## src/rtl/alu_divider_if.sv

```systemverilog
// Operand and result handshake bundle for the iterative divider.
// The i_signed wire exists only when ALU_DIV_SIGNED_EN is defined.
interface alu_divider_if #(
    parameter int WIDTH = 32
);
    logic             i_valid;
    logic             o_ready;
    logic [WIDTH-1:0] i_dividend;
    logic [WIDTH-1:0] i_divisor;
`ifdef ALU_DIV_SIGNED_EN
    logic             i_signed;
`endif
    logic             o_valid;
    logic             i_ready;
    logic [WIDTH-1:0] o_quotient;
    logic [WIDTH-1:0] o_remainder;
    logic             o_div_by_zero;

    modport slave (
`ifdef ALU_DIV_SIGNED_EN
        input  i_signed,
`endif
        input  i_valid,
        input  i_dividend,
        input  i_divisor,
        input  i_ready,
        output o_ready,
        output o_valid,
        output o_quotient,
        output o_remainder,
        output o_div_by_zero
    );

    modport master (
`ifdef ALU_DIV_SIGNED_EN
        output i_signed,
`endif
        output i_valid,
        output i_dividend,
        output i_divisor,
        output i_ready,
        input  o_ready,
        input  o_valid,
        input  o_quotient,
        input  o_remainder,
        input  o_div_by_zero
    );
endinterface

```

## src/rtl/alu_divider.sv

```systemverilog
// Iterative restoring divider: one quotient bit per clock, WIDTH+1 latency.
// Optional two's-complement mode enabled by defining ALU_DIV_SIGNED_EN.
module alu_divider #(
    parameter int WIDTH = 32
) (
    input  logic          clk,
    input  logic          rst_n,
    alu_divider_if.slave  bus
);
    localparam int CW = $clog2(WIDTH);

    typedef enum logic [1:0] {
        IDLE,
        CALC,
        DONE
    } state_e;

    state_e           state_q, state_d;
    logic [CW-1:0]    cnt_q, cnt_d;
    logic [WIDTH-1:0] dvd_q, dvd_d;
    logic [WIDTH-1:0] dvs_q, dvs_d;
    logic [WIDTH-1:0] rem_q, rem_d;
    logic [WIDTH-1:0] quo_q, quo_d;
    logic [WIDTH-1:0] rmd_q, rmd_d;
    logic             dbz_q, dbz_d;

    logic [WIDTH:0]   rem_sh;
    logic [WIDTH:0]   trial;
    logic             qbit;
    logic [WIDTH-1:0] rem_nx;
    logic [WIDTH-1:0] quo_nx;
    logic [WIDTH-1:0] a_mag;
    logic [WIDTH-1:0] b_mag;
    logic [WIDTH-1:0] q_fix;
    logic [WIDTH-1:0] r_fix;

`ifdef ALU_DIV_SIGNED_EN
    logic qneg_q, qneg_d;
    logic rneg_q, rneg_d;
    logic a_neg;
    logic b_neg;
`endif

    // Next-state, datapath step and result capture
    always_comb begin
        state_d = state_q;
        cnt_d   = cnt_q;
        dvd_d   = dvd_q;
        dvs_d   = dvs_q;
        rem_d   = rem_q;
        quo_d   = quo_q;
        rmd_d   = rmd_q;
        dbz_d   = dbz_q;

        // Partial remainder needs one extra bit after the shift
        rem_sh = {rem_q, dvd_q[WIDTH-1]};
        trial  = rem_sh - {1'b0, dvs_q};
        qbit   = ~trial[WIDTH];
        rem_nx = qbit ? trial[WIDTH-1:0] : rem_sh[WIDTH-1:0];
        quo_nx = {dvd_q[WIDTH-2:0], qbit};

`ifdef ALU_DIV_SIGNED_EN
        qneg_d = qneg_q;
        rneg_d = rneg_q;
        a_neg  = bus.i_signed & bus.i_dividend[WIDTH-1];
        b_neg  = bus.i_signed & bus.i_divisor[WIDTH-1];
        a_mag  = a_neg ? -bus.i_dividend : bus.i_dividend;
        b_mag  = b_neg ? -bus.i_divisor  : bus.i_divisor;
        // Most-negative / -1 wraps back to itself here
        q_fix  = qneg_q ? -quo_nx : quo_nx;
        r_fix  = rneg_q ? -rem_nx : rem_nx;
`else
        a_mag  = bus.i_dividend;
        b_mag  = bus.i_divisor;
        q_fix  = quo_nx;
        r_fix  = rem_nx;
`endif

        unique case (state_q)
            IDLE: begin
                if (bus.i_valid) begin
                    if (bus.i_divisor == '0) begin
                        state_d = DONE;
                        quo_d   = '1;
                        rmd_d   = bus.i_dividend;
                        dbz_d   = 1'b1;
                    end else begin
                        state_d = CALC;
                        dvd_d   = a_mag;
                        dvs_d   = b_mag;
                        rem_d   = '0;
                        cnt_d   = CW'(WIDTH - 1);
`ifdef ALU_DIV_SIGNED_EN
                        qneg_d  = a_neg ^ b_neg;
                        rneg_d  = a_neg;
`endif
                    end
                end
            end
            CALC: begin
                rem_d = rem_nx;
                dvd_d = quo_nx;
                cnt_d = cnt_q - CW'(1);
                if (cnt_q == '0) begin
                    state_d = DONE;
                    quo_d   = q_fix;
                    rmd_d   = r_fix;
                    dbz_d   = 1'b0;
                end
            end
            DONE: begin
                if (bus.i_ready) begin
                    state_d = IDLE;
                end
            end
            default: state_d = IDLE;
        endcase
    end

    // State and datapath registers with synchronous reset
    always_ff @(posedge clk) begin
        if (!rst_n) begin
            state_q <= IDLE;
            cnt_q   <= '0;
            dvd_q   <= '0;
            dvs_q   <= '0;
            rem_q   <= '0;
            quo_q   <= '0;
            rmd_q   <= '0;
            dbz_q   <= 1'b0;
`ifdef ALU_DIV_SIGNED_EN
            qneg_q  <= 1'b0;
            rneg_q  <= 1'b0;
`endif
        end else begin
            state_q <= state_d;
            cnt_q   <= cnt_d;
            dvd_q   <= dvd_d;
            dvs_q   <= dvs_d;
            rem_q   <= rem_d;
            quo_q   <= quo_d;
            rmd_q   <= rmd_d;
            dbz_q   <= dbz_d;
`ifdef ALU_DIV_SIGNED_EN
            qneg_q  <= qneg_d;
            rneg_q  <= rneg_d;
`endif
        end
    end

    assign bus.o_ready       = (state_q == IDLE);
    assign bus.o_valid       = (state_q == DONE);
    assign bus.o_quotient    = quo_q;
    assign bus.o_remainder   = rmd_q;
    assign bus.o_div_by_zero = dbz_q;

endmodule
```

## src/flat_wrapper.sv

```systemverilog
// flat-port wrapper written by rule: the top's interface ports become plain ports
module alu_divider_flat 
#(
    parameter int WIDTH = 32
)
  (clk, rst_n, bus_i_valid, bus_i_dividend, bus_i_divisor, bus_i_ready, bus_o_ready, bus_o_valid, bus_o_quotient, bus_o_remainder, bus_o_div_by_zero);
  alu_divider_if #(.WIDTH(WIDTH)) bus_i ();
  input  logic clk;
  input  logic rst_n;
  input wire logic [$bits(bus_i.i_valid)-1:0] bus_i_valid;
  input wire logic [$bits(bus_i.i_dividend)-1:0] bus_i_dividend;
  input wire logic [$bits(bus_i.i_divisor)-1:0] bus_i_divisor;
  input wire logic [$bits(bus_i.i_ready)-1:0] bus_i_ready;
  output wire logic [$bits(bus_i.o_ready)-1:0] bus_o_ready;
  output wire logic [$bits(bus_i.o_valid)-1:0] bus_o_valid;
  output wire logic [$bits(bus_i.o_quotient)-1:0] bus_o_quotient;
  output wire logic [$bits(bus_i.o_remainder)-1:0] bus_o_remainder;
  output wire logic [$bits(bus_i.o_div_by_zero)-1:0] bus_o_div_by_zero;
  assign bus_i.i_valid = bus_i_valid;
  assign bus_i.i_dividend = bus_i_dividend;
  assign bus_i.i_divisor = bus_i_divisor;
  assign bus_i.i_ready = bus_i_ready;
  assign bus_o_ready = bus_i.o_ready;
  assign bus_o_valid = bus_i.o_valid;
  assign bus_o_quotient = bus_i.o_quotient;
  assign bus_o_remainder = bus_i.o_remainder;
  assign bus_o_div_by_zero = bus_i.o_div_by_zero;
  alu_divider #(.WIDTH(WIDTH)) u_core (.clk(clk), .rst_n(rst_n), .bus(bus_i));
endmodule
```

## config.mk

```make
export PLATFORM = sky130hd
export DESIGN_NAME = alu_divider_flat
export DESIGN_NICKNAME = d
export VERILOG_FILES = /design/src/rtl/alu_divider_if.sv /design/src/rtl/alu_divider.sv /design/src/flat_wrapper.sv
export SDC_FILE = /design/constraint.sdc
export NUM_CORES = 1
export LEC_CHECK = 0
export BUFFER_PORTS_ARGS = -buffer_cell sky130_fd_sc_hd__clkbuf_2
export CAP_MARGIN = 20
export CORE_ASPECT_RATIO = 0.6
export CORE_UTILIZATION = 30
export CTS_CLUSTER_DIAMETER = 40
export DETAILED_ROUTE_END_ITERATION = 10
export GPL_TIMING_DRIVEN = 0
export PLACE_DENSITY_LB_ADDON = 0.05
export SLEW_MARGIN = 0
export SYNTH_ARGS = -nofsm -noshare
export SYNTH_HDL_FRONTEND = slang
export SYNTH_SLANG_ARGS = --single-unit
```

## constraint.sdc

```tcl
create_clock -name clk -period 4 [get_ports clk]
set_clock_uncertainty 0.1 [all_clocks]
set_input_delay 0 -clock clk [delete_from_list [all_inputs] [get_ports clk]]
set_output_delay 0 -clock clk [all_outputs]
set_load 0.01 [all_outputs]
```

==> results.json <==
{
  "cts_buffers": 17,
  "busiest_layer": "met1",
  "place_inst": 1629,
  "hpwl_mm": 25.8,
  "path_class": "flop to flop",
  "dr_total_vias": 9071,
  "clk_pin_slew_ps": 70,
  "finalPower_mw": 5.44,
  "drv_cap": 0,
  "p_int_mw": 3.49,
  "hold_viol_final": 0,
  "antenna_cells": 0,
  "ys_top_cells_by_count": "nand2_1 (182), dfxtp_1 (168), nor2_1 (93), a21oi_1 (91), nor3_1 (87)",
  "fmax_ghz": 0.262,
  "p_leak_nw": 4.47,
  "cts_root_buffer": "clkbuf_16",
  "clk_latency_ps": 450,
  "syn_nets": 1232,
  "synth.top_cell.area_share_pct": 38.9,
  "p_seq_share_pct": 36.7,
  "wl_mm": 32.6,
  "synthArstFlopShare_pct": 0,
  "yosys.area_share.xor_xnor_pct": 2.43,
  "outcome": "completed",
  "ant_nets": 0,
  "worst_pin_slew_ps": 915,
  "gr-total-overflow": 0,
  "synth_area_leaders": "dfxtp_1 (39%), nand2_1 (7.9%), a21oi_1 (5.3%), nor3_1 (5.0%), ha_1 (4.9%)",
  "rows": 47,
  "synth_top_family_by_area": "compound AO/OA/AOI/OAI gates",
  "grt_pass1_wl_mm": 50.2,
  "die_h_um": 133,
  "stdcell_area_um2": 11100,
  "grt_usage_pct": 22.7,
  "clock_path_buffers": 2,
  "grtUsageMet2_pct": 31.1,
  "synth_flop_cell": "dfxtp_1",
  "powerDensity_nw_per_um2": 488,
  "cp-start-kind": "flop",
  "syn_inst": 1129,
  "final_nets": 1457,
  "critPathMaxFanout": 10,
  "synth_edf_count": 0,
  "cts_tree": "built",
  "fin_tns_setup_ps": 0,
  "cts.sink_count": 168,
  "netSwitchingFraction_pct": 35.8,
  "netlist.top_cell.by_area": "dfxtp_1",
  "ir_drop_mv": 0.326,
  "gp_congestion": 0.866,
  "grt_pass1_vias": 8574,
  "synth_most_common_cell": "nand2_1",
  "synth-warning-count": 0,
  "io_pins": 135,
  "yosysSeqAreaShare_pct": 38.9,
  "yosys.area_share.simple_pct": 22.2,
  "synth_mux_area_share_pct": 0.348,
  "period_share_pct": 95.4,
  "cp-end-kind": "flop",
  "cp.required_ps": 4230,
  "start_util_pct": 30.9,
  "power_frac_comb_pct": 30.9,
  "synth-compound-area-share_pct": 25.0,
  "synth_cell_types": 60,
  "min_period_ps": 3820,
  "area_growth_syn_to_layout_pct": 28.9,
  "stdcell_count": 1734,
  "dpl_cell_area_um2": 9760,
  "met3_usage_pct": 4.52,
  "drive_above_1_share_pct": 14.0,
  "synth_seq_cells": 168,
  "dieArea_um2": 29500,
  "netlist_area_um2": 8640,
  "switchingPower_mw": 1.95,
  "syn_area_per_cell_um2": 7.65,
  "globalRouteMet1Util_pct": 34.8,
  "drtIter0Drc": 559,
  "viasPerCell": 5.23,
  "min-delay-path-class": "input port to flop",
  "grt_max_degree": 17,
  "die_w_um": 221,
  "slew_headroom_pct": 39.0,
  "antenna_found_initial": 0,
  "drv_slew": 0,
  "h-tree-depth": 4,
  "synth_fa_ha_area_share_pct": 5.16,
  "drt_pre_antenna_iters": 5,
  "worstPathArrival_ps": 4050,
  "port_buffers": 133,
  "whs_ps": 240,
  "coreArea_um2": 27900,
  "route.detailed.drc": 0,
  "detail_route.wl_per_cell_um": 18.8,
  "setup_viol": 0,
  "clkPwrFrac_pct": 32.5
}
==> per-stage QoR <==
step	setup WS [ps]	util (%)
6_report	185	39.9
4_1_cts	10.7	39.7
3_3_place_gp	-102	35.0
3_5_place_dp	-76.5	35.0
2_1_floorplan	916	-
5_1_grt	-9.81	39.9
==> layout make-up <==
cell class | count | area (um2)
fill | 2995 | 16800
multi-input combinational | 829 | 4800
sequential | 168 | 3360
timing repair buffer | 206 | 1390
clock buffer | 22 | 464
tap | 367 | 459
buffer | 83 | 337
inverter | 49 | 184
clock inverter | 10 | 143
==> power by group through the flow <==
| stage | logic, mW | registers, mW | clock network [mW] |
|---|---|---|---|
| floorplan | 1.01 | 2.03 | 0 |
| global placement | 1.57 | 2.03 | 0 |
| detailed placement | 1.57 | 2.03 | 0 |
| CTS | 1.64 | 1.99 | 1.80 |
| global route | 1.86 | 2.02 | 1.87 |
| finish | 1.68 | 1.99 | 1.77 |
==> sequential cells by signal, summed over array words and instances (netlist names) <==
signal	flops
u_core.dvs_q	32
u_core.rem_q	32
u_core.cnt_q	5
u_core.bus.o_quotient	32
u_core.bus.o_div_by_zero	1
u_core.dvd_q	32
u_core.bus.o_remainder	32
u_core.state_q	2
==> placed cells by master, fill, tap and decap left out, types with 34 or more instances in the layout <==
cell type / instances
nor2_1: 93
ha_1: 34
dlygate4sd3_1: 70
nor3_1: 85
clkbuf_1: 73
inv_1: 49
dfxtp_1: 168
o21ai_0: 46
nand2_1: 182
a21oi_1: 91
clkbuf_2: 135
==> worst paths after layout <==
kind	start	endpoint	slack (ps)	depth (start not counted)
worst min register to register	u_core.dvs_q[30]$_SDFFE_PN0P_	u_core.dvs_q[30]$_SDFFE_PN0P_	360	2
worst max-delay path	u_core.dvd_q[31]$_SDFFE_PN0P_	u_core.bus.o_remainder[29]$_SDFFE_PN0P_	180	15
worst min-delay path	bus_i_divisor[6]	u_core.dvs_q[6]$_SDFFE_PN0P_	240	4
worst max register to register	u_core.dvd_q[31]$_SDFFE_PN0P_	u_core.bus.o_remainder[29]$_SDFFE_PN0P_	180	15
==> logic make-up (layout without fill, tap and decap cells) <==
kind of cell,Yosys count,in the layout
xor gates and xnor gates,24,24
AOI/OAI and AO/OA,334,334
buffers and inverters,132,370
muxes,3,3
DFF,168,168
and+or+nand+nor,433,433
adders and majority gates,35,35
==> routing by layer <==
| metal | up-vias | share of wire (%) |
|---|---|---|
| li1 | 4480 | - |
| met1 | 4317 | 54 |
| met2 | 251 | 39 |
| met3 | 23 | 5.9 |
| met4 | 0 | 1.3 |
| met5 | - | 0 |
==> timing repair <==
action / CTS / global route
pin swaps: 0 / 1
hold buffers: 70 / 0
gates resized for setup: 1 / 13
setup endpoints to repair: 2 / 56
endpoints found under the hold margin: 98 / 0
buffers inserted: 0 / 3
==> critical path, stage by stage (launching register included) <==
cell      delay [ps]
dfxtp_1          410
inv_1             90
ha_1             210
inv_1             70
fa_1             440
a211oi_2         240
o21ai_2          140
o21a_1           270
o221ai_2         230
nand2_2          170
o41ai_4          380
buf_4            210
buf_4            220
nor3_4            90
a221oi_1         300
o21ai_1          120
No activity file was read; power rests on OpenSTA's default activity.
